<file path="config.mk">
export PLATFORM = sky130hd
export DESIGN_NAME = pipeline_branch_ctl
export DESIGN_NICKNAME = d
export VERILOG_FILES = /design/src/rtl/pipeline_branch_ctl_pkg.sv /design/src/rtl/pipeline_branch_ctl_bht.sv /design/src/rtl/pipeline_branch_ctl.sv
export SDC_FILE = /design/constraint.sdc
export NUM_CORES = 1
export LEC_CHECK = 0
export ABC_AREA = 1
export ABC_CLOCK_PERIOD_IN_PS = 8109
export CAP_MARGIN = 20
export CORE_MARGIN = 2
export CORE_UTILIZATION = 55
export DETAILED_ROUTE_END_ITERATION = 8
export PLACE_DENSITY = 0.79
export SETUP_SLACK_MARGIN = 0.15
export SYNTH_ARGS = -nofsm -noshare
export SYNTH_HDL_FRONTEND = slang
export SYNTH_SLANG_ARGS = --single-unit
</file>
<file path="constraint.sdc">
create_clock -name clock -period 8.11 [get_ports clock]
set_input_delay 2.433 -clock clock [delete_from_list [all_inputs] [get_ports clock]]
set_output_delay 2.433 -clock clock [all_outputs]
set_load 0.02 [all_outputs]
</file>
<file path="src/rtl/pipeline_branch_ctl_pkg.sv">
// Shared constants for the branch control slice.
//   ctr_e    : 2-bit saturating counter encodings (SNT/WNT/WT/ST)
//   state_e  : branch-control FSM states (IDLE/FLUSH)
//   ctr_next : saturating counter step toward the resolved outcome
package pipeline_branch_ctl_pkg;

    typedef enum logic [1:0] {
        CTR_SNT = 2'b00,
        CTR_WNT = 2'b01,
        CTR_WT  = 2'b10,
        CTR_ST  = 2'b11
    } ctr_e;

    typedef enum logic {
        ST_IDLE  = 1'b0,
        ST_FLUSH = 1'b1
    } state_e;

    function automatic logic [1:0] ctr_next(input logic [1:0] cur, input logic taken);
        logic [1:0] nxt;
        nxt = cur;
        if (taken) begin
            if (cur != CTR_ST) nxt = cur + 2'd1;
        end else begin
            if (cur != CTR_SNT) nxt = cur - 2'd1;
        end
        return nxt;
    endfunction

endpackage

</file>
<file path="src/rtl/pipeline_branch_ctl_bht.sv">
// branch_history_table: array of 2-bit saturating prediction counters.
//   clock, reset : rising-edge clock, synchronous active-high reset (all -> WNT)
//   rd_idx       : combinational read index
//   rd_ctr       : counter at rd_idx (pre-update value, no write bypass)
//   wr_en        : apply one saturating step at wr_idx on the next edge
//   wr_idx       : entry to update
//   wr_taken     : 1 = step toward taken, 0 = step toward not-taken
module branch_history_table
    import pipeline_branch_ctl_pkg::*;
#(
    parameter int ENTRIES = 64,
    localparam int IDX_W  = $clog2(ENTRIES)
) (
    input  logic             clock,
    input  logic             reset,
    input  logic [IDX_W-1:0] rd_idx,
    output logic [1:0]       rd_ctr,
    input  logic             wr_en,
    input  logic [IDX_W-1:0] wr_idx,
    input  logic             wr_taken
);

    logic [ENTRIES-1:0][1:0] table_q;

    // Read straight from the registers: a same-cycle write is not visible
    // until the following cycle.
    assign rd_ctr = table_q[rd_idx];

    always_ff @(posedge clock) begin
        if (reset) begin
            for (int i = 0; i < ENTRIES; i++) table_q[i] <= CTR_WNT;
        end else if (wr_en) begin
            table_q[wr_idx] <= ctr_next(table_q[wr_idx], wr_taken);
        end
    end

endmodule

</file>
<file path="src/rtl/pipeline_branch_ctl.sv">
// pipeline_branch_ctl: bimodal branch predictor with mispredict flush control
// and resolution statistics.
//   clock, reset      : rising-edge clock, synchronous active-high reset
//   lookup_pc         : fetch PC; predict_taken is its combinational prediction
//   resolve_*         : resolved conditional branch from execute
//   mispredict        : accepted resolution whose outcome differs from prediction
//   flush             : squash IF/ID, FLUSH_CYCLES consecutive cycles per mispredict
//   branch_count      : saturating count of accepted resolutions
//   mispredict_count  : saturating count of mispredicts
module pipeline_branch_ctl
    import pipeline_branch_ctl_pkg::*;
#(
    parameter int BHT_ENTRIES  = 64,
    parameter int FLUSH_CYCLES = 2,
    parameter int STAT_WIDTH   = 32
) (
    input  logic                  clock,
    input  logic                  reset,
    input  logic [31:0]           lookup_pc,
    output logic                  predict_taken,
    input  logic                  resolve_valid,
    input  logic [31:0]           resolve_pc,
    input  logic                  resolve_taken,
    input  logic                  resolve_predicted,
    output logic                  mispredict,
    output logic                  flush,
    output logic [STAT_WIDTH-1:0] branch_count,
    output logic [STAT_WIDTH-1:0] mispredict_count
);

    localparam int         IDX_W      = $clog2(BHT_ENTRIES);
    localparam logic [2:0] FLUSH_LOAD = 3'(FLUSH_CYCLES - 1);

    state_e           state, state_nxt;
    logic [2:0]       flush_cnt, flush_cnt_nxt;
    logic             accepted;
    logic [IDX_W-1:0] rd_idx, wr_idx;
    logic [1:0]       rd_ctr;
    logic             unused_pc;

    // Word-aligned PCs: bits [1:0] and everything above the index are dropped.
    assign rd_idx    = lookup_pc[IDX_W+1:2];
    assign wr_idx    = resolve_pc[IDX_W+1:2];
    assign unused_pc = ^{lookup_pc[31:IDX_W+2], lookup_pc[1:0],
                         resolve_pc[31:IDX_W+2], resolve_pc[1:0]};

    // Resolutions seen while flushing belong to the squashed wrong path.
    // The mispredict cycle itself is still IDLE, so it is accepted.
    assign accepted      = resolve_valid & (state == ST_IDLE) & ~reset;
    assign mispredict    = accepted & (resolve_taken ^ resolve_predicted);
    assign flush         = ~reset & (mispredict | (state == ST_FLUSH));
    // Depends only on table and FSM state, never on resolve_*.
    assign predict_taken = ~reset & (state == ST_IDLE) & rd_ctr[1];

    branch_history_table #(
        .ENTRIES (BHT_ENTRIES)
    ) u_bht (
        .clock    (clock),
        .reset    (reset),
        .rd_idx   (rd_idx),
        .rd_ctr   (rd_ctr),
        .wr_en    (accepted),
        .wr_idx   (wr_idx),
        .wr_taken (resolve_taken)
    );

    // flush_cnt holds the number of FLUSH-state cycles still to run, the
    // current one included; the mispredict cycle itself is the first flush
    // cycle, so FLUSH_CYCLES-1 cycles remain when FLUSH is entered.
    always_comb begin
        state_nxt     = state;
        flush_cnt_nxt = flush_cnt;
        case (state)
            ST_IDLE: begin
                if (mispredict && (FLUSH_LOAD != 3'd0)) begin
                    state_nxt     = ST_FLUSH;
                    flush_cnt_nxt = FLUSH_LOAD;
                end
            end
            ST_FLUSH: begin
                if (flush_cnt <= 3'd1) begin
                    state_nxt     = ST_IDLE;
                    flush_cnt_nxt = 3'd0;
                end else begin
                    flush_cnt_nxt = flush_cnt - 3'd1;
                end
            end
            default: begin
                state_nxt     = ST_IDLE;
                flush_cnt_nxt = 3'd0;
            end
        endcase
    end

    always_ff @(posedge clock) begin
        if (reset) begin
            state     <= ST_IDLE;
            flush_cnt <= 3'd0;
        end else begin
            state     <= state_nxt;
            flush_cnt <= flush_cnt_nxt;
        end
    end

    always_ff @(posedge clock) begin
        if (reset) begin
            branch_count     <= '0;
            mispredict_count <= '0;
        end else begin
            if (accepted && !(&branch_count))
                branch_count <= branch_count + 1'b1;
            if (mispredict && !(&mispredict_count))
                mispredict_count <= mispredict_count + 1'b1;
        end
    end

endmodule
</file>
==> flow_summary.ini, run 1 <==
[cts]
clockRootBuffer = clkbuf_16
clk_pin_slew_worst_paths_ps = 70
clockBufferDepth = 2
insertion_delay_ps = 440
cts_setup_buffers = 0
cts_tree = yes
h-tree-depth = 4
clock-sinks = 196
holdBufCountCts = 0
cts_resized = 0
cts_buffers = 17

[synth]
yosys.area.top_type_share_pct = 35.9
synth_cell_types = 38
synthSimpleGateAreaFrac_pct = 34.0
syn_area_um2 = 10900
synth_seq_cells = 196
synth_mux_area_share_pct = 0
yosys.area.top_type = dfxtp_1
synth_ff_type = dfxtp_1
synthCells = 1762
synthTopCellsByArea = dfxtp_1 36%, nand2_1 19%, a21oi_1 7.7%
synth_compound_area_share_pct = 15.5
syn-num-nets = 1835
yosysWarnings = 0
synthAdderAreaFrac_pct = 0.458
syn_avg_cell_area_um2 = 6.21
async_reset_ff_share_pct = 0
synth_top_family_by_area = simple AND/OR/NAND/NOR gates
synth_edf_count = 0
synth_seq_area_share_pct = 35.9
synth_xor_area_share_pct = 3.36

[cells_and_area]
fillers = 1845
layout-drive-gt1-share_pct = 3.31
regArea_um2 = 3920
finalNetCount = 1875
final_common_cell = nand2_1
area_growth_pct = 13.3
mostFrequentLayoutCells = 548 x nand2_1, 225 x nor2_1, 198 x inv_1
antennaDiodeCount = 0
final_area_um2 = 12400
multiInputGateArea_um2 = 5820

[sta]
finalHoldViolations = 0
fin_setup_tns_ps = 0
setup-violations-final = 0
fmax_ghz = 0.136
post-route-period-util_pct = 90.7
worst_slew_pin_slew_ps = 1010
hold_ws_ps = 471
slew_headroom_pct = 32.9
fin_skew_ps = 14.1
setup_slack_ps = 752
rsz0062_at_grt = no
final_max_slew_viol_count = 0
min_period_ps = 7360

[flow_run]
cap_viol_max_count = 0

[drt]
drt_iter0_markers = 943
drc_errors = 0
routed_wl_mm = 30.4
vias = 11300
ant_nets = 0
via_per_inst = 5.44
dr.pass1.iters = 5
wl_per_cell_um = 14.6

[global_route]
grt_pass1_vias = 10400
grt_max_degree = 88
globalRouteOverflowTotal = 0
grt_first_pass_wirelength_mm = 49.9
grt_antenna_before_repair = 0
grt_usage_pct = 28.6

[power_and_ir_drop]
power_density_nw_per_um2 = 170
vdd_drop_max_uv = 156
leakagePower_uw = 0.00499

[place]
io_buffers = 83
postPlaceCellArea_um2 = 11700
gpl.final_weighted_congestion = 0.978
post-dp-hpwl_mm = 20.6
dpl_worst_slack_ps = 788

[critical_path]
cp_data_required_time_ps = 5680
cp.arrival_ps = 4930
path_class = input port to output pin
endpoint_kind = output pin
start_kind = input port
cp_max_fo = 18

[floorplanning]
die_area_um2 = 21000
core-area_um2 = 19500
io_pins = 136
die_height_um = 145
core.rowCount = 51
die_w_um = 145
start_util_pct = 56.2

[min_path]
hold_class = flop to flop

[status]
outcome = completed
-- cell usage after synthesis (2+ instances only) --
master and number:
nand2_1 548, nor2_1 225, inv_1 199, dfxtp_1 196, a21oi_1 169, o21ai_0 118, nand3_1 67, nor3_1 33
clkbuf_1 31, xor2_1 29, buf_2 18, nand4_1 17, a211oi_1 16, buf_6 14, o21ai_1 14, xnor2_1 13
nor4_1 11, buf_4 8, nor2_2 5, or2_1 5, ha_1 4, inv_2 3, nand2_4 2, nand3b_1 2
o21ba_2 2
-- path summary, 6_finish.rpt --
check | from | endpoint | slack (ps) | cells past startpoint
worst max-delay path | lookup_pc[2] | predict_taken | 750 | 11
worst min register to register | u_bht.table_q[6]$_SDFFE_PP1P_ | u_bht.table_q[6]$_SDFFE_PP1P_ | 470 | 2
worst min-delay path | u_bht.table_q[6]$_SDFFE_PP1P_ | u_bht.table_q[6]$_SDFFE_PP1P_ | 470 | 2
worst max register to register | mispredict_count[0]$_SDFFE_PP0P_ | mispredict_count[24]$_SDFFE_PP0P_ | 5120 | 15
-- flip-flops by register name (all words and copies together) (netlist names) --
register,flops
u_bht.table_q,128
branch_count,32
flush_cnt,3
mispredict_count,32
state,1
-- critical path, stage by stage --
cell and delay, ps:
clkdlybuf4s50_1 480, inv_1 200, buf_4 270, o21ai_0 150
a21oi_1 50, o21ai_0 200, nand3_1 120, nand3_1 80
nand3_1 60, a21oi_1 220, clkdlybuf4s50_1 650
-- metal layers --
layer	global-route usage, %	vias to the layer above	part of all wire [%]
li1	-	5672	-
met1	35.7	5167	43
met2	48.8	409	48
met3	4.97	73	5.9
met4	11.5	0	3.1
met5	0	-	0
-- cell type report --
type | count | area share, %
Multi-Input combinational cell | 1291 | 47.0
Clock buffer | 19 | 3.65
Inverter | 203 | 6.15
Tap cell | 265 | 2.68
Sequential cell | 196 | 31.7
Clock inverter | 13 | 1.64
Timing Repair Buffer | 93 | 7.25
-- where the power goes --
group / internal, µW / switching [µW]
registers: 967 / 3.65
logic: 51.3 / 150
clock network: 565 / 375
total: 1580 / 529
-- logic make-up after synthesis --
group | count (synthesis)
fa+ha+maj | 4
buf+inv | 275
flops | 196
compound gates | 325
xor+xnor | 42
simple gates | 920
-- per-stage QoR --
step / cells / power [µW] / utilization, %
final: 2080 / 2110 / 63.7
after global routing: 2080 / 2190 / 63.7
after CTS: 2080 / 2120 / 63.7
after detailed placement: 2048 / 1190 / 60.3
after global placement: 2048 / 1190 / 60.3
after floorplan: 1762 / 1150 / -
(Power assumes the default switching activity.)
==> run 2, diff against run 1 <==
CTS_BUF_LIST = sky130_fd_sc_hd__clkbuf_4 sky130_fd_sc_hd__clkbuf_8   (was unset)
==> run 2 against run 1 <==
Effect of this change: sequential power hardly changed; largest power group unchanged; critical path type unchanged; total power is 9.6% lower; register-to-register slack hardly changed; critical endpoint unchanged; clock power down 21%; core utilization down 0.98 points; final cell count unchanged.
==> flow_summary.ini, run 2 (synthesis results as in run 1) <==
[sta]
fin_setup_tns_ps = 0
hold_ws_ps = 479
slew_headroom_pct = 31.6
min_period_ps = 7380
setup-violations-final = 0
rsz0062_at_grt = no
final_max_slew_viol_count = 0
fin_skew_ps = 16.8
finalHoldViolations = 0
fmax_ghz = 0.135
post-route-period-util_pct = 91.0
worst_slew_pin_slew_ps = 1020

[cts]
insertion_delay_ps = 480
cts_buffers = 17
clockBufferDepth = 2
cts_resized = 0
cts_setup_buffers = 0
clock-sinks = 196
holdBufCountCts = 0
h-tree-depth = 4
clk_pin_slew_worst_paths_ps = 100
clockRootBuffer = clkbuf_8
cts_tree = yes

[drt]
via_per_inst = 5.42
ant_nets = 0
drt_iter0_markers = 935
dr.pass1.iters = 6
drc_errors = 0
vias = 11300
routed_wl_mm = 30.1
wl_per_cell_um = 14.5

[place]
post-dp-hpwl_mm = 20.6
gpl.final_weighted_congestion = 0.978
io_buffers = 83

[floorplanning]
die_height_um = 145
die_w_um = 145
die_area_um2 = 21000
start_util_pct = 56.2
core-area_um2 = 19500
io_pins = 136
core.rowCount = 51

[global_route]
grt_first_pass_wirelength_mm = 49.4
grt_pass1_vias = 10200
grt_antenna_before_repair = 0
met2_usage_pct = 48.2
grt.busiest_layer = met2
grt_max_degree = 88
met1_usage_pct = 36.1
grt_use_met3_pct = 4.43
globalRouteOverflowTotal = 0
grt_usage_pct = 28.3

[critical_path]
path_class = input port to output pin
cp_common_cell = nand3_1
cp_data_required_time_ps = 5680
endpoint_kind = output pin
slowest_delay_ps = 650
cpLargestDelayFamily = buffers and inverters
path_buf_inv = 4
cp.depth = 11
cp.arrival_ps = 4950
cp_slowest_cell = clkdlybuf4s50_1
crit_chain = clkdlybuf4s50_1 > inv_1 > buf_4 > o21ai_0 > a21oi_1 > o21ai_0 > nand3_1 > nand3_1 > nand3_1 > a21oi_1 > clkdlybuf4s50_1
reg2regPathDepth = 15
start_kind = input port
cp_max_fo = 18

[cells_and_area]
mostFrequentLayoutCells = 548 x nand2_1, 225 x nor2_1, 198 x inv_1
fillers = 1867
largest-register = u_bht.table_q
finalNetCount = 1875
final_common_cell = nand2_1
multiInputGateArea_um2 = 5820
reg_top3 = u_bht.table_q x128, branch_count x32, mispredict_count x32
regArea_um2 = 3920
antennaDiodeCount = 0
layout-drive-gt1-share_pct = 3.31
final_util_pct = 62.7
area_growth_pct = 11.6
largest_reg_flops = 128

[flow_run]
cap_viol_max_count = 0

[status]
outcome = completed

[power_and_ir_drop]
p_seq_share_pct = 50.8
p_sw_uw = 508
switching_share_pct = 26.6
power_uw = 1910
leakagePower_uw = 0.00490
p_comb_share_pct = 10.5
power_density_nw_per_um2 = 156
clkPwrFrac_pct = 38.7
vdd_drop_max_uv = 135
internal_power_uw = 1400

[min_path]
hold_depth = 2
hold_class = flop to flop
-- run 2: final cells by class --
class                           count  area share [%]
Clock buffer                       19            2.14
Clock inverter                     13            1.66
Sequential cell                   196            32.2
Multi-Input combinational cell   1291            47.7
Inverter                          203            6.24
Tap cell                          265            2.72
Timing Repair Buffer               93            7.36
-- run 2: per-layer routing --
| metal | part of all wire (%) | up-vias |
|---|---|---|
| met5 | 0 | - |
| met2 | 48 | 364 |
| met3 | 5.3 | 72 |
| met4 | 3.0 | 0 |
| met1 | 44 | 5165 |
| li1 | - | 5667 |
-- run 2: path summary, 6_finish.rpt --
kind / startpoint / end / slack, ps
max reg2reg: mispredict_count[0]$_SDFFE_PP0P_ / mispredict_count[24]$_SDFFE_PP0P_ / 5120
min reg2reg: u_bht.table_q[122]$_SDFFE_PP1P_ / u_bht.table_q[122]$_SDFFE_PP1P_ / 480
max: lookup_pc[2] / predict_taken / 730
min: u_bht.table_q[122]$_SDFFE_PP1P_ / u_bht.table_q[122]$_SDFFE_PP1P_ / 480
-- run 2: through the flow --
step	setup slack (ps)	cell area, µm²	cells
2_1_floorplan	1880	10900	1762
3_3_place_gp	766	11700	2048
3_5_place_dp	788	11700	2048
4_1_cts	770	12200	2080
5_1_grt	570	12200	2080
6_report	730	12200	2080
-- run 2: power by group through the flow --
stage / clock, µW / sequential, µW / combinational [µW]
after floorplan: 0 / 993 / 159
final: 739 / 970 / 201
after detailed placement: 0 / 993 / 198
after global routing: 788 / 971 / 221
after global placement: 0 / 992 / 195
after CTS: 747 / 970 / 199
-- run 2: worst reg2reg max path, cell delays in order, from the launching register on --
cell	delay, ps
dfxtp_1	440
ha_1	240
inv_1	90
nor2_1	170
inv_1	80
nor2_1	180
inv_1	120
nor2_2	160
nand4_1	140
nand2_1	90
buf_4	270
inv_1	450
nand3b_1	280
nand2_1	70
nand2_1	60
nor2_1	50
==> run 3, diff against run 2 <==
CORE_UTILIZATION = 45   (was 55)
DONT_BUFFER_PORTS = 1   (was unset)
PLACE_DENSITY = unset   (was 0.79)
==> run 3 against run 2 <==
Effect of this change: global-route usage fell by 3.7 points; clock-buffer cell count up 2; register-to-register slack worse by 620 ps; fmax is 8.5% higher; setup slack improved by 580 ps; first-iteration DRC count down 19%; total power fell by 10%; sequential cell count unchanged; clock skew decreased by 1.9 ps; core utilization fell by 16 points; largest cell class unchanged.
==> flow_summary.ini, run 3 (synthesis results as in run 1) <==
[status]
outcome = completed

[global_route]
grt_first_pass_wirelength_mm = 50.8
grt_usage_pct = 24.6
grt_max_degree = 112
grt_antenna_before_repair = 0
grt_pass1_vias = 9759
globalRouteOverflowTotal = 0

[cells_and_area]
fillers = 2607
final_area_um2 = 11300
mostFrequentLayoutCells = 548 x nand2_1, 225 x nor2_1, 198 x inv_1
layout-drive-gt1-share_pct = 2.84
reg_top3 = u_bht.table_q x128, branch_count x32, mispredict_count x32
finalNetCount = 1783
largest-register = u_bht.table_q
antennaDiodeCount = 0
largest_reg_flops = 128
final_common_cell = nand2_1
area_growth_pct = 3.00

[drt]
vias = 10500
drc_errors = 0
ant_nets = 0
wl_per_cell_um = 15.4
drt_iter0_markers = 762
routed_wl_mm = 31.6
via_per_inst = 5.15
dr.pass1.iters = 5

[place]
gpl.final_weighted_congestion = 0.915
postPlaceCellArea_um2 = 10900
io_buffers = 0
post-dp-hpwl_mm = 20.9

[sta]
rsz0062_at_grt = no
setup-violations-final = 0
min_period_ps = 6800
fin_setup_tns_ps = 0
fmax_ghz = 0.147
worst_slew_pin_slew_ps = 1050
final_max_slew_viol_count = 0
hold_ws_ps = 472
finalHoldViolations = 0
post-route-period-util_pct = 83.9
fin_skew_ps = 14.9
slew_headroom_pct = 29.8

[power_and_ir_drop]
p_comb_share_pct = 9.4
clkPwrFrac_pct = 34.1
power_density_nw_per_um2 = 153
leakagePower_uw = 0.00450
vdd_drop_max_uv = 105
switching_share_pct = 28.3
p_seq_share_pct = 56.6
p_sw_uw = 486
internal_power_uw = 1230

[min_path]
hold_class = flop to flop

[floorplanning]
die_height_um = 160
io_pins = 136
core-area_um2 = 24100
start_util_pct = 45.4
die_area_um2 = 25600
core.rowCount = 57
die_w_um = 160

[cts]
clockRootBuffer = clkbuf_8
clock-sinks = 196
clockBufferDepth = 2
h-tree-depth = 4
cts_buffers = 17
clk_pin_slew_worst_paths_ps = 90
cts_setup_buffers = 0
cts_tree = yes
holdBufCountCts = 0
insertion_delay_ps = 470
cts_resized = 0

[critical_path]
cp_data_required_time_ps = 5680
cp_max_fo = 33
cp.arrival_ps = 4370
path_class = input port to output pin
start_kind = input port
endpoint_kind = output pin

[flow_run]
cap_viol_max_count = 0
[run 3: power by group through the flow]
| stage | combinational [µW] | clock [µW] | sequential [µW] |
|---|---|---|---|
| after floorplan | 159 | 0 | 993 |
| after global placement | 160 | 0 | 994 |
| after detailed placement | 161 | 0 | 994 |
| after CTS | 162 | 605 | 972 |
| after global routing | 181 | 636 | 973 |
| final | 161 | 585 | 972 |
[run 3: stage by stage]
stage | util (%) | worst slack (ps) | std cells | total power, µW
2_1_floorplan | - | 1880 | 1762 | 1150
3_3_place_gp | 45.3 | 1400 | 2015 | 1150
3_5_place_dp | 45.3 | 1350 | 2015 | 1160
4_1_cts | 46.7 | 1340 | 2047 | 1740
5_1_grt | 46.7 | 1120 | 2047 | 1790
6_report | 46.7 | 1310 | 2047 | 1720
[run 3: final cells by class]
type,count,area [µm²],area share (%)
clock buffers,21,264,2.34
clock inverters,11,78.8,0.700
inverters,203,762,6.77
multi-input cells,1291,5820,51.7
flip-flops and latches,196,3920,34.8
well taps,324,405,3.60
repair buffers,1,7.51,0.0667
[run 3: per-layer routing]
metal | up-vias | routed length [µm] | track usage, %
met5 | - | 0 | 0
met4 | 0 | 587 | 6.63
met3 | 37 | 1800 | 5.58
met2 | 261 | 14700 | 42.2
met1 | 4770 | 14500 | 31.1
li1 | 5481 | - | -
[run 3: final timing paths]
kind | from | endpoint | slack [ps] | cells past startpoint
worst min register to register | u_bht.table_q[86]$_SDFFE_PP1P_ | u_bht.table_q[86]$_SDFFE_PP1P_ | 470 | 2
worst min-delay path | u_bht.table_q[86]$_SDFFE_PP1P_ | u_bht.table_q[86]$_SDFFE_PP1P_ | 470 | 2
worst max register to register | mispredict_count[0]$_SDFFE_PP0P_ | mispredict_count[3]$_SDFFE_PP0P_ | 4500 | 13
worst max-delay path | lookup_pc[2] | predict_taken | 1310 | 7
[run 3: critical path, cell delays in order]
cell and delay [ps]:
inv_1 660, a21oi_1 150, o21ai_0 320, nand3_1 160, nand3_1 100, nand3_1 70
a21oi_1 470
